File: config.mk
export PLATFORM = sky130hd
export DESIGN_NAME = issue_select_ctrl
export DESIGN_NICKNAME = d
export VERILOG_FILES = /design/src/rtl/issue_select_ctrl.sv
export SDC_FILE = /design/constraint.sdc
export NUM_CORES = 1
export LEC_CHECK = 0
export ABC_CLOCK_PERIOD_IN_PS = 8100
export CORE_MARGIN = 3
export CORE_UTILIZATION = 30
export CTS_CLUSTER_SIZE = 28
export DETAILED_ROUTE_END_ITERATION = 10
export PLACE_DENSITY = 0.53
export SYNTH_ARGS = -nofsm -noshare
export SYNTH_HDL_FRONTEND = slang
export SYNTH_SLANG_ARGS = --single-unit
File: constraint.sdc
create_clock -name clk -period 8.1 [get_ports clk]
set_input_delay 2.025 -clock clk [delete_from_list [all_inputs] [get_ports clk]]
set_output_delay 2.025 -clock clk [all_outputs]
set_load 0.02 [all_outputs]
File: src/rtl/issue_select_ctrl.sv
// Single-issue oldest-ready select with per-row result latency countdown; issue is registered 1 cycle after grant.
// No backpressure on outputs; fu_ready gates per-row eligibility. Optional counters under ISSUE_SELECT_PERF_EN.
module issue_select_ctrl #(
    parameter int NUM_ROWS = 8,
    parameter int NUM_FUS  = 4,
    parameter int LAT_W    = 3
) (
    input  logic                        clk,
    input  logic                        rst,
    input  logic                        alloc_en,
    input  logic [$clog2(NUM_ROWS)-1:0] alloc_row,
    input  logic [$clog2(NUM_FUS)-1:0]  alloc_fu,
    input  logic [LAT_W-1:0]            alloc_lat,
    input  logic [NUM_ROWS-1:0]         request_vector,
    input  logic [NUM_FUS-1:0]          fu_ready,
    input  logic                        flush,
    output logic                        issue_valid,
    output logic [$clog2(NUM_ROWS)-1:0] issue_row,
    output logic [$clog2(NUM_FUS)-1:0]  issue_fu,
    output logic [NUM_ROWS-1:0]         wakeup_vector,
    output logic [NUM_ROWS-1:0]         free_vector
`ifdef ISSUE_SELECT_PERF_EN
    ,
    output logic [31:0]                 perf_issue_cnt,
    output logic [31:0]                 perf_stall_cnt
`endif
);

    localparam int RW = $clog2(NUM_ROWS);
    localparam int FW = $clog2(NUM_FUS);

    logic [NUM_ROWS-1:0]                valid;
    logic [NUM_ROWS-1:0]                issued;
    logic [NUM_ROWS-1:0][FW-1:0]        fu;
    logic [NUM_ROWS-1:0][LAT_W-1:0]     lat;
    logic [NUM_ROWS-1:0][LAT_W-1:0]     countdown;
    // age[r][j] set means row j was allocated before row r
    logic [NUM_ROWS-1:0][NUM_ROWS-1:0]  age;

    logic [NUM_ROWS-1:0]                pending;
    logic [NUM_ROWS-1:0]                eligible;
    logic [NUM_ROWS-1:0]                expiring;
    logic [NUM_ROWS-1:0]                grant;
    logic [RW-1:0]                      grant_row;
    logic                               grant_any;

    always_comb begin
        pending  = '0;
        eligible = '0;
        expiring = '0;
        for (int r = 0; r < NUM_ROWS; r++) begin
            pending[r]  = valid[r] & ~issued[r] & request_vector[r];
            eligible[r] = pending[r] & fu_ready[fu[r]];
            expiring[r] = valid[r] & (countdown[r] == LAT_W'(1));
        end
    end

    // At most one eligible row has no eligible older row, so grant is one-hot
    always_comb begin
        grant     = '0;
        grant_row = '0;
        for (int r = 0; r < NUM_ROWS; r++) begin
            grant[r] = eligible[r] & ~|(age[r] & eligible);
            if (grant[r])
                grant_row = RW'(r);
        end
    end

    assign grant_any     = |grant;
    assign wakeup_vector = expiring;
    assign free_vector   = expiring;

    always_ff @(posedge clk) begin
        if (rst || flush) begin
            valid       <= '0;
            issued      <= '0;
            countdown   <= '0;
            age         <= '0;
            issue_valid <= 1'b0;
            if (rst) begin
                issue_row <= '0;
                issue_fu  <= '0;
            end
        end else begin
            issue_valid <= grant_any;
            if (grant_any) begin
                issue_row <= grant_row;
                issue_fu  <= fu[grant_row];
            end
            for (int r = 0; r < NUM_ROWS; r++) begin
                if (countdown[r] != '0)
                    countdown[r] <= countdown[r] - 1'b1;
                if (grant[r]) begin
                    issued[r]    <= 1'b1;
                    countdown[r] <= (lat[r] == '0) ? LAT_W'(1) : lat[r];
                end
                if (expiring[r]) begin
                    valid[r]  <= 1'b0;
                    issued[r] <= 1'b0;
                    for (int j = 0; j < NUM_ROWS; j++)
                        age[j][r] <= 1'b0;
                end
            end
            if (alloc_en) begin
                valid[alloc_row]  <= 1'b1;
                issued[alloc_row] <= 1'b0;
                // rows leaving this cycle must not be recorded as older
                for (int j = 0; j < NUM_ROWS; j++)
                    age[alloc_row][j] <= (j != int'(alloc_row)) && valid[j] && !expiring[j];
                for (int j = 0; j < NUM_ROWS; j++)
                    age[j][alloc_row] <= 1'b0;
            end
        end
    end

    always_ff @(posedge clk) begin
        if (alloc_en) begin
            fu[alloc_row]  <= alloc_fu;
            lat[alloc_row] <= alloc_lat;
        end
    end

    always_ff @(posedge clk) begin
        if (!rst && !flush && alloc_en)
            assert (!valid[alloc_row]);
    end

`ifdef ISSUE_SELECT_PERF_EN
    always_ff @(posedge clk) begin
        if (rst) begin
            perf_issue_cnt <= '0;
            perf_stall_cnt <= '0;
        end else begin
            if (issue_valid)
                perf_issue_cnt <= perf_issue_cnt + 32'd1;
            if (|pending && !(|eligible))
                perf_stall_cnt <= perf_stall_cnt + 32'd1;
        end
    end
`endif

endmodule

## Yosys cells after proc, flatten, opt, wreduce, memory -nomap -nowiden

Index checks and enable logic that the tools add are counted.

- Output and inout port bits: 22
- Input bits: 24
- Logic and storage cells: 467
- Flip-flop bits (word level): 150

- Bitwise gates (word level): 67
- Reduce and logical (&&, ||, !) cells: 70
- Mux-type cells: 258
- Order comparisons: 11
- Equality and inequality tests: 16
- Add/sub/neg operators: 8

Operators by type and width:

| cell | number |
|---|---|
| $bwmux W64 | 8 |
| $demux W8 S3 | 8 |
| $mux W1 | 179 |
| $and A8 B8 Y8 | 17 |
| $mux W3 | 35 |
| $reduce_or A8 Y1 | 9 |
| $mux W64 | 1 |
| $and A1 B1 Y1 | 40 |
| $reduce_bool A3 Y1 | 9 |
| $bwmux W24 | 1 |
| $eq A3 B1 Y1 const B | 8 |
| $logic_not A3 Y1 | 8 |
| $lt A2 B3 Y1 const B | 8 |
| $mux W8 | 3 |
| $sub A3 B1 Y3 const B | 8 |
| $reduce_bool A2 Y1 | 9 |
| $logic_and A1 B1 Y1 | 17 |
| $bmux W1 S2 | 8 |
| $bwmux W16 | 1 |
| $logic_not A1 Y1 | 16 |
| $mux W2 | 6 |
| $ne A3 B3 Y1 const A | 4 |
| $demux W3 S3 | 1 |
| $lt A3 B4 Y1 const B | 2 |
| other kinds (16) | 24 |

## Logic depth before layout (Yosys ltp)

Gate-level depths: netlist (run 1).

- Depth in word-level cells: 19
- Gate-level depth with buffers: 10
- Mapped depth without buffers: 8

## Least setup slack after synthesis (run 1)

No wires, ideal clock.

- Path kind: input port to flip-flop
- From: input port fu_ready[3]
- To: register issue_fu[0] (data pin)
- Data required time: 7835 ps
- Path slack: 3415 ps
- Stages on the path: 9
- Data arrival time: 4420 ps
- Library setup time: 265 ps
- Buffers on the path: 1
- Cell sequence: mux4_2 and4b_1 buf_6 a2111o_1 a2111o_1 o21a_1 o211a_1 a211oi_1 nor4b_2

- Longest elaborated chain between the ends: 18
- Elaborated cells on any way between the ends: 63
- Those cells by class: mux (27); bitwise (22); reduce/logical (14)

Ends and longest elaborated chain:

| what | RTL line | RTL |
|---|---|---|
| start: declaration | 15 | `input logic [NUM_FUS-1:0] fu_ready,` |
| $bmux W1 S2 | 53 | `eligible[r] = pending[r] & fu_ready[fu[r]];` |
| $mux W1 (not written as such) | 53 |  |
| $and A1 B1 Y1 | 53 |  |
| $and A8 B8 Y8 | 63 | `grant[r] = eligible[r] & ~\|(age[r] & eligible);` |
| $reduce_or A8 Y1 | 63 |  |
| $logic_not A1 Y1 | 63 |  |
| $and A1 B1 Y1 | 63 |  |
| $mux W1 | 64 | `if (grant[r])` |
| $mux W3 (5 in series) | 64 |  |
| $mux W3 * | 64 |  |
| $bmux W2 S3 * | 88 | `issue_fu <= fu[grant_row];` |
| $mux W2 (not written as such) * | 88 |  |
| $mux W2 * | 86 | `if (grant_any) begin` |
| $mux W2 * | 74 | `if (rst \|\| flush) begin` |
| end signal: assignment | 88 |  |
| end: declaration | 19 | `output logic [$clog2(NUM_FUS)-1:0] issue_fu,` |

Every way passes the cells marked *; elsewhere a longest branch is shown, timed or not. The select of a mux whose other input is x is not followed.
A chain may end at the register's enable or synchronous reset.

## Worst setup path after layout (run 1)

- From: input port fu_ready[2]
- To: register issue_row[2] (enable)

- Longest elaborated chain between the ends: 10
- Elaborated cells on any way between the ends: 59
- Those cells by class: mux (16); bitwise (24); reduce/logical (19)

Ends and longest elaborated chain:

| what | RTL line | RTL |
|---|---|---|
| $bmux W1 S2 | 53 |  |
| $mux W1 (not written as such) | 53 |  |
| $and A1 B1 Y1 | 53 |  |
| $and A8 B8 Y8 | 63 |  |
| $reduce_or A8 Y1 | 63 |  |
| $logic_not A1 Y1 | 63 |  |
| $and A1 B1 Y1 | 63 |  |
| $reduce_or A8 Y1 * | 69 | `assign grant_any = \|grant;` |
| $reduce_bool A2 Y1 (no source line) * | - |  |
| $reduce_and A2 Y1 (no source line) * | - |  |
| end signal: assignment | 87 | `issue_row <= grant_row;` |
| end: declaration | 18 | `output logic [$clog2(NUM_ROWS)-1:0] issue_row,` |

Marks and branches as above.

==> impl_metrics.yaml, run 1 <==
outcome:
  status: "finished, final reports clean"
timing:
  worstMarginPinSlew_ns: 1.09
  drv_slew: 0
  fin_crit_ns: 5.23
  worst_hold_slack_ns: 0.483
  timing.slew.headroom_pct: 26.1
  finalSetupViolations: 0
  finalWorstSetupSlack_ns: 2.87
  grt_setup_unrepaired: "false"
  timing.final.crit_share_pct: 64.6
  max_freq_mhz: 191
  hold_viol_final: 0
  finalSetupTns_ns: 0
  fin_skew_ns: 0.0110
cts:
  cts_max_level: 4
  cts_hold_repair.buffers: 0
  post_cts_buffers: 0
  clock_sinks: 150
  cts_buffer_depth: 2
  cts-buffers-inserted: 17
  clockRootBuffer: "clkbuf_16"
  cts_tree: "built"
  clk_latency_ns: 0.44
  path_clk_slew_ns: 0.06
  cts_resized: 0
critical_path:
  startpoint_type: "input pin"
  slowest_stage: "a2111oi_1"
  critPathTopFamily: "compound AO/OA/AOI/OAI gates"
  path_depth: 8
  ff2ff_path_depth: 7
  cpPeakStageDelay_ns: 0.73
  worstPathCellList: "clkdlybuf4s50_1, mux4_2, and4b_1, a2111o_1, a2111oi_1, nor4_1, a21oi_1, or2_1"
  critPathArrivalTime_ns: 5.36
  crit_required_ns: 8.22
  worst_setup_path_end_kind: "register"
  crit_buf_inv: 1
  critPathKind: "in -> reg"
  critical_path.max_fanout: 8
final_layout:
  layout.nets: 809
  stdcell_count: 1087
  drive_gt1_share_pct: 7.24
  area_delta_synth_final_pct: 19.3
  finish.utilization_pct: 36.9
  antenna_cells: 0
power_and_ir_drop:
  power.share.clock_pct: 47.9
  pwr_density_cell_nw_per_um2: 208
  p_sw_share_pct: 24.2
  p_comb_share_pct: 6.8
  seqPwrFrac_pct: 45.4
  power.switching_uw: 425
  vdd_drop_max_mv: 0.144
  p_leak_nw: 3.21
  p_int_mw: 1.33
floorplanning:
  start_util_pct: 30.9
  num_rows: 55
  ios: 46
  fp.dieArea_sq_um: 25600
  die_w_um: 160
  core_region_area_sq_um: 23000
  dieHeight_um: 160
synth:
  synth_top_cell_by_area: "dfxtp_1"
  syn_nets: 769
  yosys_register_bits: 150
  ys_async_sr_fraction_pct: 0
  syn_avg_cell_area_sq_um: 9.86
  ys.flop_type: "dfxtp_1"
  synth_warnings: 0
  synth-edff-count: 45
  ys_seq_area_share_pct: 48.6
  ys_types: 57
  syn_area_sq_um: 7110
  ys_top_cells_by_area: "dfxtp_1 (30%), edfxtp_1 (19%), a21oi_1 (8.0%), nor2_1 (5.1%), ha_1 (4.2%)"
  synth_top_area_share_pct: 29.6
  synthCells: 721
placed_design:
  place_inst: 1055
  gp_congestion: 0.947
  dpl.hpwl_um: 16700
  dp_slack_ns: 2.40
  portBuffers: 45
hold_path:
  holdPathStages: 1
  hold_path_class: "reg -> reg"
detailed_routing:
  wl_met2_um: 10100
  detail_route.iter0.violations: 600
  via_count: 5776
  dr.pass1.iters: 5
  drc: 0
  drtAntennaViolNets: 0
  post_drt_via_cell_ratio: 5.31
  routed.top_layer: "met5"
  avgRoutedWirePerCell_um: 20.7
  wl_met1_um: 9850
  route.met3.wl_um: 1820
  wl_um: 22500
global_route:
  grt_pass1_wl_um: 33900
  grt_max_degree: 35
  antenna_found_initial: 0
  grt_overflow_total: 0
  track_usage_pct: 17.5
  grt_pass1_vias: 5556
flow_run:
  maxCapViolCount: 0
## power groups by stage
stage | Clock, mW | Sequential, mW | Combinational, mW
3_3_place_gp | 0 | 0.815 | 0.119
4_1_cts | 0.850 | 0.798 | 0.119
5_1_grt | 0.883 | 0.799 | 0.131
3_5_place_dp | 0 | 0.815 | 0.118
6_report | 0.842 | 0.798 | 0.119
2_1_floorplan | 0 | 0.812 | 0.0676
## synth_stat cells, types with 12 or more instances
master and number:
a211oi_1 18, a21oi_1 113, a31oi_1 19, and4_1 15
clkbuf_1 17, dfxtp_1 105, edfxtp_1 45, ha_1 24
inv_1 35, nand2_1 30, nand2b_1 12, nand4_1 13
nor2_1 96, nor2b_1 25, o211a_1 12, o21ai_0 12
## final timing paths
check                                     to   startpoint  slack, ns
worst max-delay path            issue_row[2]  fu_ready[2]       2.87
worst min-delay path                 age[27]      age[27]       0.48
worst max register to register  issue_row[2]       fu[14]       4.59
worst min register to register       age[27]      age[27]       0.48
## routing by layer
layer	GRT usage, %	vias to the layer above
met5	1.33	-
met4	7.02	2
met3	4.64	45
met2	27.4	251
met1	23.0	2732
li1	-	2746
## metrics by stage
step                      total power [mW]  area [sq um]
after floorplan                      0.880          7110
after global placement               0.934          7850
after detailed placement             0.933          7850
after CTS                             1.77          8480
after global routing                  1.81          8480
final                                 1.76          8480
## cells in the final DEF (no fill, tap or decap), types with 8 or more instances in the layout
cell type,count
a21oi_1,113
dfxtp_1,105
nor2_1,96
edfxtp_1,45
clkdlybuf4s50_1,45
inv_1,35
nand2_1,30
nor2b_1,25
ha_1,24
a31oi_1,19
clkbuf_16,19
a211oi_1,18
and4_1,15
nand4_1,13
nand2b_1,12
o21ai_0,12
o211a_1,12
xnor2_1,9
mux4_2,8
a2111o_1,8
mux2i_1,8
and3_1,8
## worst register-to-register path, stage by stage, from the launching register on
cell	delay [ns]
edfxtp_1	0.40
mux4_2	0.56
and4b_1	0.32
a2111o_1	0.45
a2111oi_1	0.73
nor4_1	0.27
a21oi_1	0.22
or2_1	0.25
## cells by family (layout without fill, tap and decap cells)
family                     Yosys count  after routing  share of synthesized area, %
and+or+nand+nor                    238            238                          18.1
AOI/OAI and AO/OA                  217            217                          20.1
DFF                                150            150                          48.6
buffers and inverters               66            119                          4.07
adders and majority gates           24             24                          4.22
muxes                               16             16                          3.66
xor gates and xnor gates            10             10                          1.23
## cell type report
class,instances,area (sq um)
Clock buffer,21,493
Clock inverter,11,133
Fill cell,2318,14500
Inverter,35,131
Multi-Input combinational cell,505,3370
Sequential cell,150,3450
Tap cell,313,392
Timing Repair Buffer,52,503
## state kept, by name (all words and copies together) (netlist names)
register     count
fu              16
issued           8
valid            8
age             64
issue_fu         2
issue_valid      1
lat             24
countdown       24
issue_row        3
(Power assumes the default switching activity.)
==> inputs of run 2 (changes only) <==
Settings changed: ABC_CLOCK_PERIOD_IN_PS 8100 to 5400.
Clock period 8.1 ns to 5.4 ns, I/O delays scaled along.
==> impl_metrics.yaml, run 2 (synthesized netlist as in run 1, its figures left out) <==
outcome:
  status: "finished, final reports clean"
power_and_ir_drop:
  p_leak_nw: 3.26
  power.switching_uw: 647
  seqPwrFrac_pct: 45.3
  pwr_density_cell_nw_per_um2: 309
  p_sw_share_pct: 24.5
  p_comb_share_pct: 7.1
  total_power_mw: 2.64
  vdd_drop_max_mv: 0.203
  power.share.clock_pct: 47.6
  p_int_mw: 1.99
floorplanning:
  ios: 46
  die_w_um: 160
  core_region_area_sq_um: 23000
  fp.dieArea_sq_um: 25600
  start_util_pct: 30.9
  num_rows: 55
  dieHeight_um: 160
cts:
  clockRootBuffer: "clkbuf_16"
  post_cts_buffers: 0
  cts_hold_repair.buffers: 0
  clk_latency_ns: 0.43
  cts-buffers-inserted: 17
  clock_sinks: 150
  cts_buffer_depth: 2
  path_clk_slew_ns: 0.06
  cts_tree: "built"
  cts_resized: 0
  cts_max_level: 4
detailed_routing:
  via_count: 5811
  drtAntennaViolNets: 0
  avgRoutedWirePerCell_um: 21.2
  dr.pass1.iters: 6
  drc: 0
  post_drt_via_cell_ratio: 5.29
  wl_um: 23300
  detail_route.iter0.violations: 520
final_layout:
  final_common_cell: "a21oi_1"
  final_area_sq_um: 8550
  regMostFlops: "age"
  fillers: 2362
  final_cell_mix: "a21oi_1 (113), dfxtp_1 (105), nor2_1 (96)"
  antenna_cells: 0
  stdcell_count: 1099
  area_delta_synth_final_pct: 20.3
  finish.utilization_pct: 37.2
  drive_gt1_share_pct: 8.65
  layout.nets: 821
  largest_register_ffs: 64
  top_regs: "age (64), countdown (24), lat (24)"
placed_design:
  dpl.hpwl_um: 17400
  gp_congestion: 0.941
  place_inst: 1067
  dpl-instance-area_sq_um: 7940
  portBuffers: 45
critical_path:
  critPathArrivalTime_ns: 4.73
  critPathKind: "in -> reg"
  critPathTopFamily: "simple AND/OR/NAND/NOR gates"
  worst_setup_path_end_kind: "register"
  crit_buf_inv: 2
  critical_path.max_fanout: 8
  crit_required_ns: 5.57
  cpPeakStageDelay_ns: 0.88
  worstPathCellList: "clkdlybuf4s50_1, mux4_2, and4b_1, nand2b_1, a2111oi_1, buf_4, nor4_1, a21boi_0, o221ai_1, nor4b_2"
  startpoint_type: "input pin"
  slowest_stage: "nor4_1"
timing:
  timing.slew.headroom_pct: 26.8
  drv_slew: 0
  hold_viol_final: 0
  fin_skew_ns: 0.0132
  max_freq_mhz: 219
  finalSetupTns_ns: 0
  grt_setup_unrepaired: "false"
  finalSetupViolations: 0
  timing.final.crit_share_pct: 84.5
  worstMarginPinSlew_ns: 1.09
  fin_crit_ns: 4.56
global_route:
  grt_pass1_wl_um: 35400
  grt_overflow_total: 0
  antenna_found_initial: 0
  track_usage_pct: 18.4
  grt_pass1_vias: 5611
  grt_max_degree: 30
hold_path:
  hold_path_class: "reg -> reg"
flow_run:
  maxCapViolCount: 0
[run 2: cell count changes in the layout (fill, tap and decap cells not counted), sizes merged]
cell,previous run,this run
bufinv,2,3
inv,41,40
clkbuf,21,19
buf,7,19
clkinvlp,1,2
clkinv,2,3
[run 2: worst paths after layout]
kind	slack, ns	from	cells past startpoint	end
setup / recovery	0.84	fu_ready[0]	10	issue_fu[1]
hold / removal	0.47	age[27]	1	age[27]
setup reg to reg	1.88	fu[14]	9	issue_fu[1]
hold reg to reg	0.47	age[27]	1	age[27]
[run 2: final cells by class]
| type | count | area, sq um | share of cell area [%] |
|---|---|---|---|
| clock inverters | 13 | 169 | 1.97 |
| well taps | 313 | 392 | 4.58 |
| inverters | 35 | 131 | 1.54 |
| multi-input cells | 505 | 3370 | 39.4 |
| repair buffers | 64 | 593 | 6.93 |
| flip-flops and latches | 150 | 3450 | 40.4 |
| clock buffers | 19 | 443 | 5.18 |
[run 2: per-stage QoR]
step                worst slack [ns]  hold WS (ns)
floorplan                       1.39         0.443
global placement               0.391         0.463
detailed placement             0.417         0.462
CTS                            0.863         0.478
global route                   0.645         0.490
finish                         0.839         0.474
[run 2: power groups by stage]
stage | combinational (mW) | sequential [mW] | clock, mW
2_1_floorplan | 0.101 | 1.22 | 0
3_3_place_gp | 0.185 | 1.22 | 0
3_5_place_dp | 0.184 | 1.22 | 0
4_1_cts | 0.185 | 1.20 | 1.27
5_1_grt | 0.202 | 1.20 | 1.33
6_report | 0.187 | 1.20 | 1.26
[run 2: metal layers]
metal | up-vias | part of all wire, % | GRT usage [%]
met5 | - | 0 | 0
met4 | 0 | 1.6 | 5.68
met3 | 31 | 6.5 | 4.07
met2 | 254 | 47 | 29.5
met1 | 2770 | 45 | 24.9
li1 | 2756 | - | -
==> inputs of run 3 (changes only) <==
Settings changed: ABC_CLOCK_PERIOD_IN_PS 5400 to 4500.
Clock period 5.4 ns to 4.5 ns, I/O delays scaled along.
==> impl_metrics.yaml, run 3 (synthesized netlist as in run 1, its figures left out) <==
final_layout:
  area_delta_synth_final_pct: 21.8
  stdcell_count: 1113
  top_regs: "age (64), countdown (24), lat (24)"
  final_area_sq_um: 8650
  drive_gt1_share_pct: 10.2
  layout.nets: 833
  final_common_cell: "a21oi_1"
  final_cell_mix: "a21oi_1 (113), dfxtp_1 (105), nor2_1 (96)"
  largest_register_ffs: 64
  regMostFlops: "age"
timing:
  max_freq_mhz: 243
  timing.final.crit_share_pct: 91.4
  finalSetupViolations: 0
  fin_skew_ns: 0.0116
  timing.slew.headroom_pct: 40.1
  fin_crit_ns: 4.11
  hold_viol_final: 0
  worstMarginPinSlew_ns: 0.895
  drv_slew: 0
  grt_setup_unrepaired: "false"
critical_path:
  crit_start: "fu_ready[0]"
  critPathArrivalTime_ns: 4.29
  crit_required_ns: 4.68
  critical_path.max_fanout: 12
  worst_setup_path_end_kind: "register"
  startpoint_type: "input pin"
  critPathKind: "in -> reg"
  timing.rr.start: "fu[2]"
  ff2ff_path_depth: 9
cts:
  clock_sinks: 150
  cts_buffer_depth: 2
  post_cts_buffers: 0
  cts_resized: 0
  cts_tree: "built"
  cts_max_level: 4
  cts_hold_repair.buffers: 0
  cts-buffers-inserted: 17
  clockRootBuffer: "clkbuf_16"
  path_clk_slew_ns: 0.06
  clk_latency_ns: 0.44
detailed_routing:
  avgRoutedWirePerCell_um: 20.8
  dr.pass1.iters: 5
  detail_route.iter0.violations: 560
  wl_um: 23200
  via_count: 5860
  post_drt_via_cell_ratio: 5.27
  drc: 0
  drtAntennaViolNets: 0
power_and_ir_drop:
  pwr_density_cell_nw_per_um2: 365
  p_int_mw: 2.39
  vdd_drop_max_mv: 0.257
  power.share.clock_pct: 47.4
  total_power_mw: 3.16
  seqPwrFrac_pct: 45.5
  power.switching_uw: 767
  p_sw_share_pct: 24.3
  p_leak_nw: 3.32
  p_comb_share_pct: 7.0
global_route:
  grt_overflow_total: 0
  antenna_found_initial: 1
  track_usage_pct: 18.0
  grt_pass1_wl_um: 34700
  grt_max_degree: 38
  grt_pass1_vias: 5533
hold_path:
  min_from: "age[27]"
  hold_path_class: "reg -> reg"
  holdPathStages: 1
floorplanning:
  ios: 46
  fp.dieArea_sq_um: 25600
  core_region_area_sq_um: 23000
  num_rows: 55
  die_w_um: 160
  dieHeight_um: 160
  start_util_pct: 30.9
flow_run:
  maxCapViolCount: 0
outcome:
  status: "finished, final reports clean"
placed_design:
  dpl-instance-area_sq_um: 8030
  place_inst: 1079
  dpl.hpwl_um: 17600
  portBuffers: 45
  gp_congestion: 0.923
## run 3: worst paths after layout
kind         slack (ns)          end
max                0.39  issue_fu[0]
min                0.48      age[27]
max reg2reg        1.21  issue_fu[0]
min reg2reg        0.48      age[27]
## run 3: metrics by stage
step	TNS [ns]	worst slack (ns)	hold WS, ns	util, %
3_5_place_dp	-0.0100	-0.0100	0.466	34.9
4_1_cts	0	0.442	0.484	37.6
3_3_place_gp	-0.00894	-0.00894	0.462	34.9
2_1_floorplan	0	0.715	0.443	-
6_report	0	0.387	0.477	37.7
5_1_grt	0	0.253	0.501	37.6
## run 3: power groups by stage
stage / Combinational (mW) / Sequential [mW] / Clock (mW)
floorplan: 0.122 / 1.46 / 0
global placement: 0.220 / 1.47 / 0
detailed placement: 0.220 / 1.47 / 0
CTS: 0.221 / 1.44 / 1.51
global route: 0.243 / 1.44 / 1.58
finish: 0.222 / 1.44 / 1.50
## run 3: area by class of cell
cell class	instances	area (sq um)
Tap cell	313	392
Inverter	35	131
Antenna cell	2	5.00
Clock inverter	11	136
Multi-Input combinational cell	505	3370
Timing Repair Buffer	76	683
Clock buffer	21	482
Sequential cell	150	3450
Fill cell	2322	14300
## run 3: worst max-delay path, stage by stage
cell	delay [ns]
clkdlybuf4s50_1	0.63
mux4_2	0.37
and4b_1	0.43
a22o_1	0.23
a2111oi_2	0.05
buf_4	0.19
nor4_1	0.59
nand3_1	0.22
a211oi_1	0.36
nor4b_2	0.09
## run 3: per-layer routing
layer  track usage (%)  vias up  share of wire [%]
met2              28.1      213                 46
met1              24.9     2825                 46
met4              4.46        2                1.5
met5                 0        -              0.086
li1                  -     2793                  -
met3              4.98       27                6.6
